File: src/rtl/sram_window_fetch.sv
`default_nettype none
// ============================================================================
// Module   : sram_window_fetch
// Purpose  : Walks a stride-1 3x3 window over an image in SRAM bank 0, issuing
//            one read per cycle and presenting each assembled window on a
//            valid/ready handshake in raster order.
// Revision : 1.0 - initial release
// ============================================================================
module sram_window_fetch #(
    parameter int IMG_WIDTH  = 52,
    parameter int IMG_HEIGHT = 52,
    parameter int DATA_WIDTH = 32,
    parameter int ADDR_WIDTH = 12,
    parameter int BASE_ADDR  = 0
) (
    input  logic                    CK,
    input  logic                    RST,
    input  logic                    start,
    output logic                    busy,
    output logic                    done,
    output logic                    CSn,
    output logic [3:0]              WEn,
    output logic [ADDR_WIDTH-1:0]   Addr,
    input  logic [DATA_WIDTH-1:0]   SramData,
    output logic                    win_valid,
    input  logic                    win_ready,
    output logic [9*DATA_WIDTH-1:0] win_data,
    output logic [5:0]              win_row,
    output logic [5:0]              win_col
);

    typedef enum logic [1:0] {
        IDLE  = 2'd0,
        FETCH = 2'd1,
        WAIT  = 2'd2,
        OUT   = 2'd3
    } state_t;

    state_t                    r_state;
    state_t                    w_next;
    logic [3:0]                r_k;
    logic [5:0]                r_row;
    logic [5:0]                r_col;
    logic                      r_cap_en;
    logic [3:0]                r_cap_idx;
    logic                      r_done;
    logic [9*DATA_WIDTH-1:0]   r_win_data;
    logic [1:0]                w_dr;
    logic [1:0]                w_dc;
    logic [ADDR_WIDTH-1:0]     w_addr;
    logic                      w_last_col;
    logic                      w_last_row;
    logic                      w_fire;

    assign WEn      = 4'b1111;
    assign done     = r_done;
    assign win_data = r_win_data;
    assign win_row  = r_row;
    assign win_col  = r_col;

    assign w_last_col = ({26'd0, r_col} >= 32'(IMG_WIDTH - 3));
    assign w_last_row = ({26'd0, r_row} >= 32'(IMG_HEIGHT - 3));

    // Row-major split of the fetch index into window-relative (dr, dc).
    always_comb begin
        w_dr = 2'd0;
        w_dc = 2'd0;
        case (r_k)
            4'd1:    begin w_dr = 2'd0; w_dc = 2'd1; end
            4'd2:    begin w_dr = 2'd0; w_dc = 2'd2; end
            4'd3:    begin w_dr = 2'd1; w_dc = 2'd0; end
            4'd4:    begin w_dr = 2'd1; w_dc = 2'd1; end
            4'd5:    begin w_dr = 2'd1; w_dc = 2'd2; end
            4'd6:    begin w_dr = 2'd2; w_dc = 2'd0; end
            4'd7:    begin w_dr = 2'd2; w_dc = 2'd1; end
            4'd8:    begin w_dr = 2'd2; w_dc = 2'd2; end
            default: begin w_dr = 2'd0; w_dc = 2'd0; end
        endcase
    end

    assign w_addr = ADDR_WIDTH'(32'(BASE_ADDR)
                    + ({26'd0, r_row} + {30'd0, w_dr}) * 32'(IMG_WIDTH)
                    + {26'd0, r_col} + {30'd0, w_dc});

    always_ff @(posedge CK) begin
        if (RST) begin
            r_state <= IDLE;
        end else begin
            r_state <= w_next;
        end
    end

    always_comb begin
        w_next    = r_state;
        CSn       = 1'b1;
        Addr      = '0;
        win_valid = 1'b0;
        w_fire    = 1'b0;
        busy      = (r_state != IDLE);
        case (r_state)
            IDLE: begin
                if (start) begin
                    w_next = FETCH;
                end
            end
            FETCH: begin
                CSn  = 1'b0;
                Addr = w_addr;
                if (r_k == 4'd8) begin
                    w_next = WAIT;
                end
            end
            WAIT: begin
                w_next = OUT;
            end
            OUT: begin
                win_valid = 1'b1;
                if (win_ready) begin
                    w_fire = 1'b1;
                    w_next = (w_last_col && w_last_row) ? IDLE : FETCH;
                end
            end
            default: w_next = IDLE;
        endcase
    end

    // Read data lags the address by one cycle, so the capture slot is the
    // fetch index registered on the previous cycle.
    always_ff @(posedge CK) begin
        if (RST) begin
            r_k        <= 4'd0;
            r_row      <= 6'd0;
            r_col      <= 6'd0;
            r_cap_en   <= 1'b0;
            r_cap_idx  <= 4'd0;
            r_done     <= 1'b0;
            r_win_data <= '0;
        end else begin
            r_cap_en  <= (r_state == FETCH);
            r_cap_idx <= r_k;
            r_done    <= w_fire && w_last_col && w_last_row;
            if (r_cap_en) begin
                r_win_data[r_cap_idx*DATA_WIDTH +: DATA_WIDTH] <= SramData;
            end
            case (r_state)
                IDLE: begin
                    if (start) begin
                        r_row <= 6'd0;
                        r_col <= 6'd0;
                        r_k   <= 4'd0;
                    end
                end
                FETCH: begin
                    r_k <= r_k + 4'd1;
                end
                OUT: begin
                    if (w_fire) begin
                        r_k <= 4'd0;
                        if (!w_last_col) begin
                            r_col <= r_col + 6'd1;
                        end else if (!w_last_row) begin
                            r_col <= 6'd0;
                            r_row <= r_row + 6'd1;
                        end
                    end
                end
                default: ;
            endcase
        end
    end

endmodule
`default_nettype wire
File: config.mk
export PLATFORM = sky130hd
export DESIGN_NAME = sram_window_fetch
export DESIGN_NICKNAME = d
export VERILOG_FILES = /design/src/rtl/sram_window_fetch.sv
export SDC_FILE = /design/constraint.sdc
export NUM_CORES = 1
export LEC_CHECK = 0
export CAP_MARGIN = 20
export CORE_MARGIN = 2
export CORE_UTILIZATION = 48
export DETAILED_ROUTE_END_ITERATION = 10
export PLACE_DENSITY = 0.85
export SYNTH_ARGS = -nofsm -noshare
export SYNTH_HDL_FRONTEND = slang
export SYNTH_SLANG_ARGS = --single-unit
export TNS_END_PERCENT = 5
File: constraint.sdc
create_clock -name CK -period 4.8 [get_ports CK]
set_input_delay 0.96 -clock CK [delete_from_list [all_inputs] [get_ports CK]]
set_output_delay 0.96 -clock CK [all_outputs]
set_load 0.01 [all_outputs]
* Word-level counts from Yosys, hierarchy flattened
Memories as Yosys holds them, arrays and structs flattened. A register that Yosys moved wholly into a read port is not among the register bits. Index checks and enable logic that the tools add are counted.
Word-level totals: flip-flop bits (word level) 312, bits in read-only memories 64, input port bits 36, output and inout bits 320, memories 1
Cells by class: $add $sub $neg 7, multipliers 1, order comparisons 2, eq/ne operators 11, shifts and indexed selects 2, multiplexer cells 25, reductions and logical operators 11
Memory list:
- (name not given) | words 16, width 4, rd ports 1, clocked after Yosys merged registers in 1, write ports 0, line 68 | case (r_k)
Operators with widths (number):
- 288-bit bitwise mux | 1
- 32-bit by 34-bit variable shift with 288-bit output, first input constant | 1
- 32-bit by 34-bit indexed part select with 288-bit output | 1
- 6-bit two-way mux | 7
- 9-bit negator with 34-bit output | 1
- 6-bit one-hot mux with 2 select lines | 2
- 4-bit two-way mux | 4
- 12-bit by 2-bit adder with 12-bit output | 1
- 12-bit by 6-bit adder with 12-bit output | 1
- 6-bit by 1-bit adder with 6-bit output, second input constant | 2
- 6-bit greater-or-equal comparator, second input constant | 2
- 12-bit two-way mux | 1
- 2-bit inequality test, second input constant | 6
- 4-bit one-hot mux with 3 select lines | 1
- 7-bit by 4-bit multiplier with 10-bit output, second input constant | 1
- 2-bit one-hot mux with 4 select lines | 1
- 6-bit by 2-bit adder with 7-bit output | 1
- 2-bit two-way mux | 3
- 3-bit AND reduction | 2
- 1-bit two-way mux | 5
- 5-bit AND reduction | 1
- 4-bit by 1-bit adder with 4-bit output, second input constant | 1
- 2-bit == test, second input constant | 2
- 4-bit == test, second input constant | 1
- 7 further kinds | 10

* Depth between registers and ports, before layout
word-level depth 6, gate-level depth with buffers 16, gate-level depth less buffers 16

* Worst setup path after synthesis
No wires, ideal clock.
path kind reg-to-output, start register r_row[0] (netlist: win_row[0]), end output port Addr[10], data arrival time 3.698 ns, required time 3.840 ns, path slack 0.142 ns, stages on the path, launching flop included 15, buffers on the path 0, cells stage by stage dfxtp_1 > ha_1 > inv_1 > fa_1 > xnor2_1 > ha_1 > fa_1 > inv_1 > fa_1 > xor2_1 > nor3_1 > o31a_1 > nand3_1 > xor2_1 > nor2_1
On the way: cells in the longest elaborated chain, start to end 5
RTL lines:
- start: declaration | line 42 | logic [5:0] r_row;
- start signal: assignment | line 163 | r_row <= r_row + 6'd1;
- 6-bit by 2-bit adder with 7-bit output | line 82 | + ({26'd0, r_row} + {30'd0, w_dr}) * 32'(IMG_WIDTH)
- 7-bit by 4-bit multiplier with 10-bit output | line 82
- 12-bit by 6-bit adder with 12-bit output | line 83 | + {26'd0, r_col} + {30'd0, w_dc});
- 12-bit by 2-bit adder with 12-bit output | line 83
- 12-bit two-way mux | line 100 | case (r_state)
- end: declaration | line 23 | output logic [ADDR_WIDTH-1:0] Addr,
No other way between the ends.

* Worst setup path in the final report
start register r_row[0] (netlist: win_row[0]), end output port Addr[11]
The elaborated chain is that of the path after synthesis.

==> results.toml <==
[route]
wire_per_inst_um = 19.8
ant_nets = 0
num_vias = 12900
drc = 0
drt_iter0_markers = 1295
detail_route.vias_per_cell = 5.62
routed_wl_um = 45300
dr.pass1.iters = 7

[logic_synthesis]
syn_area_mm2 = 0.0129
synth_cell_type_count = 60
syn_area_per_cell_um2 = 7.90
ys_seq_elements = 316
yosysWarnings = 0
yosys_most_used_dff = "dfxtp_1"
syn_inst = 1635
ys_async_sr_fraction = 0
synth_edf_count = 0
seq_area_frac_synth = 0.490

[timing]
worst_slack_ns = -0.267
worst_pin_slew_ns = 0.986
finalHoldViolCount = 0
drv_slew = 0
max_clock_freq_mhz = 197
skew_ns = 0.0205
hold_ws_ns = 0.450
finalCriticalPeriod_ns = 5.07
rsz0062_at_grt = "true"
slew_headroom = 0.342
post-route-period-util = 1.06
fin_setup_tns_ns = -0.768
setup_violations = 4

[cells_and_area]
final_cell_mix = "455 x nand2_1, 343 x clkdlybuf4s50_1, 313 x dfxtp_1"
nFillCells = 2086
diodes = 0
nNetsFinal = 2005
layout_commonest_cell = "nand2_1"
final_area_mm2 = 0.0179
syn_to_final_growth_pct = 38.4
drive_gt1_frac = 0.0797

[clock_network]
htreeDepth = 2
cts.sinks = 316
clk_path_buf_depth = 3
cts_tree = "built"
clkTransAtPathRegs_ns = 0.06
clk_latency_ns = 0.52
cts_root_buf = "clkbuf_16"
cts_hold_buffers = 0
cts_buffers = 34

[die]
fp-row-count = 60
die_area_mm2 = 0.0282
ios = 356
initial_core_util = 0.483
core_area_mm2 = 0.0267
die_w_um = 168
fp.dieH_um = 168

[run]
max_cap_violations = 0

[worst_setup_path]
crit_path_start = "win_row[0]"
cp.depth = 16
path_class = "reg -> out"
max_stage_delay_ns = 0.49
cp.arrival_ns = 4.11
cp.required_ns = 3.84
crit_path_cell_trace = "ha_4, inv_2, fa_2, xnor2_2, ha_1, fa_1, buf_4, ha_4, a21o_1, a21oi_2, xnor2_2, buf_4, o2111a_1, nand4_1, a21oi_1, buf_2"
r2r_slack_ns = 1.58
path_buf_inv = 4
r2r-end = "win_data[95]"
crit_path_start_kind = "flop"
r2r_cells = 9
crit_path_end = "Addr[11]"
cp_slowest_cell = "fa_1"
end_kind = "output port"
critPathTopFamily = "adder cells"
reg2reg_from = "r_cap_idx[0]"
cp_max_fo = 4

[placed_design]
dp_slack_ns = -0.411
place_congestion = 0.827
port_buffers = 351
dp_hpwl_um = 30000
post_dp_cell_area_mm2 = 0.0166

[global_routing]
gr-usage-met1 = 0.356
overflow = 0
grt_use_total = 0.308
grt_pass1_wl_um = 68500
grt-busiest-layer = "met2"
grt_pass1_vias = 12300
use_met3 = 0.0602
antenna_found_initial = 0
grt_max_degree = 113
grt_util_met2 = 0.533

[worst_hold_path]
hold_path_startpoint = "win_data[236]"
hp-class = "reg -> reg"

[run_status]
failed_checks = "setup timing"
outcome = "finished with violations"

[power]
p_per_area_mw_per_mm2 = 340
power_leakage_nw = 6.21
vdd_drop_max_mv = 0.341
total_power_mw = 6.07
==> flip-flops by register name (all words and copies together), names as in the netlist <==
name and flops:
win_data 288, r_state 2, r_cap_en 1, r_k 4, r_cap_idx 4, done 1, w_dr 2, win_col 6
win_row 6, w_dc 2
==> synth_stat cells (all sizes together) (2+ instances only) <==
cell    count  area (um2)
nand2     456        1710
dfxtp     316        6330
a21oi     304        1530
nand3     146         731
clkbuf    105         394
nor2       51         196
buf        45         239
ha         41         513
inv        38         143
xor2       15         139
nor3       13        85.1
xnor2      13         114
o21ai       9        45.0
and3        7        48.8
fa          6         120
nor2b       6        40.0
a21o        5        37.5
and2        5        31.3
nand4       5        31.3
a31oi       4        40.0
mux2i       4        40.0
or2         4        25.0
a211oi      3        22.5
and4        3        26.3
o21bai      3        22.5
or3         3        23.8
nand3b      2        15.0
nand4b      2        17.5
nor4b       2        23.8
o21a        2        15.0
o31a        2        17.5
==> cell type report <==
type                       instances  area, um2  share of cell area
sequential                       316       6330               0.354
multi-input combinational       1134       6000               0.335
timing repair buffer             398       3890               0.218
clock buffer                      50        971              0.0543
tap                              341        427              0.0239
inverter                          38        143             0.00798
clock inverter                    10        123             0.00686
==> how the worst min path moves through the flow <==
stage / end / slack (ns) / cells past startpoint
after floorplan: r_cap_idx[1] / 0.47 / 2
after global placement: win_data[206] / 0.44 / 2
after detailed placement: win_data[227] / 0.44 / 2
after CTS: win_data[236] / 0.45 / 2
after global routing: win_data[246] / 0.47 / 2
final: win_data[236] / 0.45 / 2
==> what timing repair did <==
item                       in CTS  in global routing
gates resized for setup        39                  8
setup buffers                   9                  0
setup endpoints to repair       6                  5
pin swaps                      15                  8
==> worst register-to-register path: cells and delay by family (launching register included) <==
kind | cells | cell delay (ns)
buffers and inverters | 2 | 0.39
adders and majority gates | 1 | 0.35
DFF | 1 | 0.51
and+or+nand+nor | 4 | 1.60
xor gates and xnor gates | 1 | 0.22
AOI/OAI and AO/OA | 1 | 0.07
==> stage by stage <==
| step | utilization | instances |
|---|---|---|
| finish | 0.669 | 2287 |
| global route | 0.669 | 2287 |
| CTS | 0.668 | 2286 |
| detailed placement | 0.621 | 2218 |
| global placement | 0.620 | 2217 |
| floorplan | - | 1638 |
==> layer usage <==
metal	up-vias	part of all wire
met2	651	0.48
li1	5965	-
met5	-	0
met1	6067	0.37
met4	0	0.060
met3	177	0.084
==> power breakdown <==
part           internal, mW  leakage [nW]  total [mW]  switching, mW
sequential             2.69          2.55        2.73         0.0454
clock                  1.52         0.538        2.58           1.06
combinational         0.275          3.12       0.759          0.484
total                  4.48          6.21        6.07           1.59
==> kinds of logic (layout without fill, tap and decap cells) <==
family          after synthesis  count (layout)  share of synthesized area
buf+inv                     188             496                     0.0600
simple gates                710             710                      0.237
other cells                   1               4                   0.000290
xor+xnor                     28              28                     0.0196
mux                           4               4                    0.00310
compound gates              341             341                      0.142
fa+ha+maj                    47              47                     0.0490
flops                       316             316                      0.490
Note: power is estimated with default switching activity, not from simulation.
